<file path="src/rtl/debounced_control_interface.sv">
// debounced_control_interface: synchronises and debounces switches/keys; keys also emit press, release and auto-repeat pulses
module debounced_control_interface #(
    parameter int NUM_SW = 4,
    parameter int NUM_KEY = 4,
    parameter int DB_CYCLES = 50000,
    parameter int REPEAT_DELAY = 25000000,
    parameter int REPEAT_RATE = 5000000,
    parameter logic [NUM_KEY-1:0] REPEAT_MASK = {NUM_KEY{1'b0}}
) (
    input  logic               clk,
    input  logic               reset_n,
    input  logic [NUM_SW-1:0]  sw,
    input  logic [NUM_KEY-1:0] key,
    output logic [NUM_SW-1:0]  sw_level,
    output logic [NUM_KEY-1:0] key_level,
    output logic [NUM_KEY-1:0] key_press,
    output logic [NUM_KEY-1:0] key_release
);
    localparam int N = NUM_SW + NUM_KEY;
    localparam int CW = $clog2(DB_CYCLES + 1);
    localparam int RMAX = REPEAT_DELAY > REPEAT_RATE ? REPEAT_DELAY : REPEAT_RATE;
    localparam int RW = $clog2(RMAX + 1);
    localparam logic [CW-1:0] DB_LAST = CW'(DB_CYCLES - 1);
    localparam logic [RW-1:0] RD_LAST = RW'(REPEAT_DELAY - 1);
    localparam logic [RW-1:0] RR_LAST = RW'(REPEAT_RATE - 1);

    typedef enum logic [1:0] {IDLE, DELAY, REPEAT} state_t;

    logic [NUM_SW-1:0]  sw_s1, sw_s2;
    logic [NUM_KEY-1:0] key_s1, key_s2;
    logic [N-1:0]       sync, db, db_nxt;

    always_ff @(posedge clk or negedge reset_n)
        if (!reset_n) begin
            sw_s1  <= '0;
            sw_s2  <= '0;
            key_s1 <= '1;
            key_s2 <= '1;
        end else begin
            sw_s1  <= sw;
            sw_s2  <= sw_s1;
            key_s1 <= key;
            key_s2 <= key_s1;
        end

    // keys are active-low at the pins; everything downstream is active-high
    assign sync = {~key_s2, sw_s2};

    for (genvar i = 0; i < N; i++) begin : g_db
        logic          d;
        logic [CW-1:0] cnt;
        assign db[i] = d;
        assign db_nxt[i] = (sync[i] != d && cnt == DB_LAST) ? sync[i] : d;
        always_ff @(posedge clk or negedge reset_n)
            if (!reset_n) begin
                d   <= 1'b0;
                cnt <= '0;
            end else if (sync[i] == d) begin
                cnt <= '0;
            end else if (cnt == DB_LAST) begin
                d   <= sync[i];
                cnt <= '0;
            end else begin
                cnt <= cnt + CW'(1);
            end
    end

    assign sw_level  = db[NUM_SW-1:0];
    assign key_level = db[N-1:NUM_SW];

    for (genvar k = 0; k < NUM_KEY; k++) begin : g_key
        logic rise, fall, p, r;
        assign rise = db_nxt[NUM_SW+k] & ~db[NUM_SW+k];
        assign fall = db[NUM_SW+k] & ~db_nxt[NUM_SW+k];
        assign key_press[k]   = p;
        assign key_release[k] = r;
        if (REPEAT_MASK[k]) begin : g_rep
            state_t        st;
            logic [RW-1:0] rcnt;
            // release wins over a repeat that would land in the same cycle
            always_ff @(posedge clk or negedge reset_n)
                if (!reset_n) begin
                    st   <= IDLE;
                    rcnt <= '0;
                    p    <= 1'b0;
                    r    <= 1'b0;
                end else begin
                    p <= rise;
                    r <= fall;
                    if (fall) begin
                        st   <= IDLE;
                        rcnt <= '0;
                    end else if (rise) begin
                        st   <= DELAY;
                        rcnt <= '0;
                    end else if (st == DELAY && rcnt == RD_LAST) begin
                        st   <= REPEAT;
                        rcnt <= '0;
                        p    <= 1'b1;
                    end else if (st == REPEAT && rcnt == RR_LAST) begin
                        rcnt <= '0;
                        p    <= 1'b1;
                    end else if (st != IDLE) begin
                        rcnt <= rcnt + RW'(1);
                    end
                end
        end else begin : g_once
            always_ff @(posedge clk or negedge reset_n)
                if (!reset_n) begin
                    p <= 1'b0;
                    r <= 1'b0;
                end else begin
                    p <= rise;
                    r <= fall;
                end
        end
    end
endmodule

</file>
<file path="config.mk">
export PLATFORM = sky130hd
export DESIGN_NAME = debounced_control_interface
export DESIGN_NICKNAME = d
export VERILOG_FILES = /design/src/rtl/debounced_control_interface.sv
export SDC_FILE = /design/constraint.sdc
export NUM_CORES = 1
export LEC_CHECK = 0
export ABC_AREA = 0
export CORE_ASPECT_RATIO = 0.9
export CORE_MARGIN = 2
export CORE_UTILIZATION = 59
export CTS_CLUSTER_SIZE = 40
export DETAILED_ROUTE_END_ITERATION = 16
export HOLD_SLACK_MARGIN = 0.03
export MAX_ROUTING_LAYER = met4
export PLACE_DENSITY = 0.86
export SLEW_MARGIN = 0
export SYNTH_ARGS = -nofsm -noshare
export SYNTH_HDL_FRONTEND = slang
export SYNTH_SLANG_ARGS = --single-unit
export TNS_END_PERCENT = 20
</file>
<file path="constraint.sdc">
create_clock -name clk -period 5.57 [get_ports clk]
set_input_delay 1.3925 -clock clk [delete_from_list [all_inputs] [get_ports clk]]
set_output_delay 1.3925 -clock clk [all_outputs]
set_load 0.05 [all_outputs]
</file>
==> flow_metrics.py <==
metrics = {
    "power": {
        "p_int_w": 0.001969,
        "vdd_drop_max_mv": 0.3799,
        "seqPwrFrac_pct": 48.2,
        "power_switching_w": 0.0005301,
        "powerDensity_nw_per_um2": 300.4,
        "sw_frac_of_total_pct": 21.22,
        "comb_power_share_pct": 2.9,
        "leakagePower_nw": 3.347,
        "pwr-share-clk_pct": 48.9,
    },
    "worst_setup_path": {
        "crit_chain": "clkdlybuf4s50_1",
        "worstSetupPathType": "flip-flop to output pin",
        "end_kind": "output pin",
        "path_buf_inv": 1,
        "r2r_start": "g_db[1].cnt[12]$_DFF_PN0_",
        "critPathLaunch": "g_db[4].d$_DFFE_PN0P_",
        "r2r_slack_ns": 3.44,
        "worstPathMaxFanout": 5,
        "slowest_stage": "clkdlybuf4s50_1",
        "cp_data_arrival_time_ns": 1.69,
        "crit_family": "buffers and inverters",
        "crit_required_ns": 4.18,
        "max_stage_delay_ns": 0.84,
        "start_kind": "flip-flop",
    },
    "sta": {
        "rsz0062_at_grt": "false",
        "drv_slew": 0,
        "finalCritPeriodShare_pct": 55.36,
        "holdWs_ns": 0.3561,
        "setup_tns_ns": 0,
        "tightestPinTransition_ns": 1.068,
        "slew_headroom_pct": 28.78,
        "fin_worst_skew_ns": 0.006807,
        "finalSetupViolations": 0,
        "hold_viol_final": 0,
        "fmax_mhz": 324.3,
        "fin_crit_ns": 3.083,
    },
    "floorplanning": {
        "die-height_um": 110.4,
        "die_area_sq_um": 13500,
        "fp.dieW_um": 122.3,
        "io_pins": 26,
        "initial_core_util_pct": 61.02,
        "core.rowCount": 38,
        "core_sq_um": 12170,
    },
    "synth": {
        "synth_top_area_share_pct": 51.21,
        "synthDistinctLibCells": 37,
        "synth-async-reset-ratio_pct": 100.0,
        "yosysTopAreaCell": "dfrtp_1",
        "yosysWarnings": 0,
        "ys_top_cells_by_area": "dfrtp_1 (51%), xnor2_1 (9.9%), nor2_1 (6.8%), nand4_1 (3.2%), xor2_1 (3.2%)",
        "syn_inst": 719,
        "netlist_area_sq_um": 7427,
        "avgSynthCellArea_sq_um": 10.33,
        "synth_edf_count": 0,
        "yosysSeqAreaShare_pct": 54.04,
        "syn-num-nets": 737,
        "synthFlopType": "dfrtp_1",
        "synth-seq-cells": 160,
    },
    "detailed_routing": {
        "remaining_drc_errors": 0,
        "dr.pass1.iters": 5,
        "wl_per_cell_um": 15.61,
        "avgViaCountPerCell": 5.854,
        "drt_wl_total_um": 14190,
        "drt_iter0_drc": 498,
        "ant_nets": 0,
        "vias": 5321,
    },
    "cts": {
        "postCtsSetupRepairBufs": 0,
        "tritoncts": "yes",
        "clk_latency_ns": 0.42,
        "cts_resized": 0,
        "ctsRootBufferMaster": "clkbuf_16",
        "cts.clk_slew.worst_paths_ns": 0.06,
        "hold_buffers": 0,
        "cts_max_path_buffers": 2,
        "htree_levels": 4,
        "cts_sinks": 160,
        "numCtsBuffers": 17,
    },
    "place": {
        "dpl.hpwl_um": 8863,
        "gp_congestion": 0.8797,
        "portBuffers": 25,
    },
    "grt": {
        "grt_pass1_wl_um": 24880,
        "antenna_found_initial": 0,
        "grt.total_usage_pct": 23.65,
        "grt_pass1_vias": 5355,
        "overflow": 0,
        "grt_max_degree": 121,
    },
    "flow_run": {
        "cap_violations": 0,
    },
    "finish": {
        "final_common_cell": "dfrtp_1",
        "final_cell_mix": "dfrtp_1 (152), nor2_1 (135), xnor2_1 (84), nand2_1 (46), nand4_1 (38)",
        "fin_nets": 754,
        "diodes": 0,
        "area_delta_synth_final_pct": 12.01,
        "drive_above_1_share_pct": 7.610,
    },
    "min_path": {
        "hp-start": "key_s1[0]$_DFF_PN1_",
        "min_path_type": "flip-flop to flip-flop",
    },
    "status": {
        "outcome": "finished clean",
    },
}
-- synthesized netlist by cell type, types with 2 or more instances --
cell	number
nor4_1	27
nand4_1	38
inv_1	20
mux2_2	4
and4_1	3
a21oi_1	9
or4_1	4
nor2_2	4
nor3_1	27
nor4bb_1	10
nand3_1	36
nor4b_1	4
buf_2	3
o31ai_1	3
nand2_1	46
o41ai_4	2
buf_4	16
and3_1	15
dfrtp_1	152
xor2_1	27
xnor2_1	84
clkbuf_1	7
o21ai_0	9
ha_1	8
dfstp_2	8
nand4bb_1	2
nor2_1	135
or3_1	7
-- path summary, 6_finish.rpt --
check / endpoint / cells past startpoint
worst min register to register: key_s2[0]$_DFF_PN1_ / 0
min in group asynchronous: g_db[3].cnt[14]$_DFF_PN0_ / 1
worst min-delay path: key_s2[0]$_DFF_PN1_ / 0
worst max register to register: g_db[1].cnt[6]$_DFF_PN0_ / 4
worst max-delay path: key_level[0] / 1
max in group asynchronous: g_db[0].cnt[9]$_DFF_PN0_ / 2
-- state kept, by name (all words and copies together), names as in the netlist --
name	cells
g_db.cnt	128
g_db.d	8
g_key.p	4
g_key.r	4
key_s1	4
key_s2	4
sw_s1	4
sw_s2	4
-- per-stage QoR --
step                      setup slack (ns)  util, %  total power, W  instance area [sq um]  instances
after floorplan                      3.583        -        0.001258                   7427        719
after global placement               2.832    63.21        0.001293                   7694        877
after detailed placement             2.801    63.21        0.001297                   7694        877
after CTS                            2.468    68.35        0.002523                   8319        909
after global routing                 2.429    68.35        0.002590                   8319        909
final                                2.487    68.35        0.002499                   8319        909
-- cell type report --
cell class | count | area, sq um
fillers | 886 | 3852
flip-flops and latches | 160 | 4014
clock inverters | 14 | 186.4
well taps | 160 | 200.2
multi-input cells | 511 | 3146
inverters | 20 | 75.07
clock buffers | 18 | 439.2
repair buffers | 26 | 259.0
-- power groups by stage --
stage               clock [W]  sequential (W)  combinational [W]
global route          0.00130         0.00121          0.0000848
CTS                   0.00124         0.00120          0.0000752
floorplan                   0         0.00122          0.0000378
detailed placement          0         0.00122          0.0000731
finish                0.00122         0.00120          0.0000725
global placement            0         0.00122          0.0000701
-- cell families after synthesis --
kind of cell    synth area share [%]
simple gates                   24.93
flops                          54.04
xor+xnor                       13.09
buf+inv                        3.605
compound gates                 2.375
fa+ha+maj                      1.348
mux                           0.6064
-- worst register-to-register path: cells and delay by family (launching register included) --
family	cells	cell delay [ns]
AOI/OAI and AO/OA	1	0.83
DFF	1	0.44
and+or+nand+nor	3	0.72
-- routing by layer --
metal	GRT usage, %	part of all wire, %	vias to the layer above
met4	7.893	1.6	0
met2	36.33	50	127
met3	5.733	3.6	21
li1	-	-	2495
met1	30.97	45	2678
met5	-	0	-
Note: power is estimated with default switching activity, not from simulation.
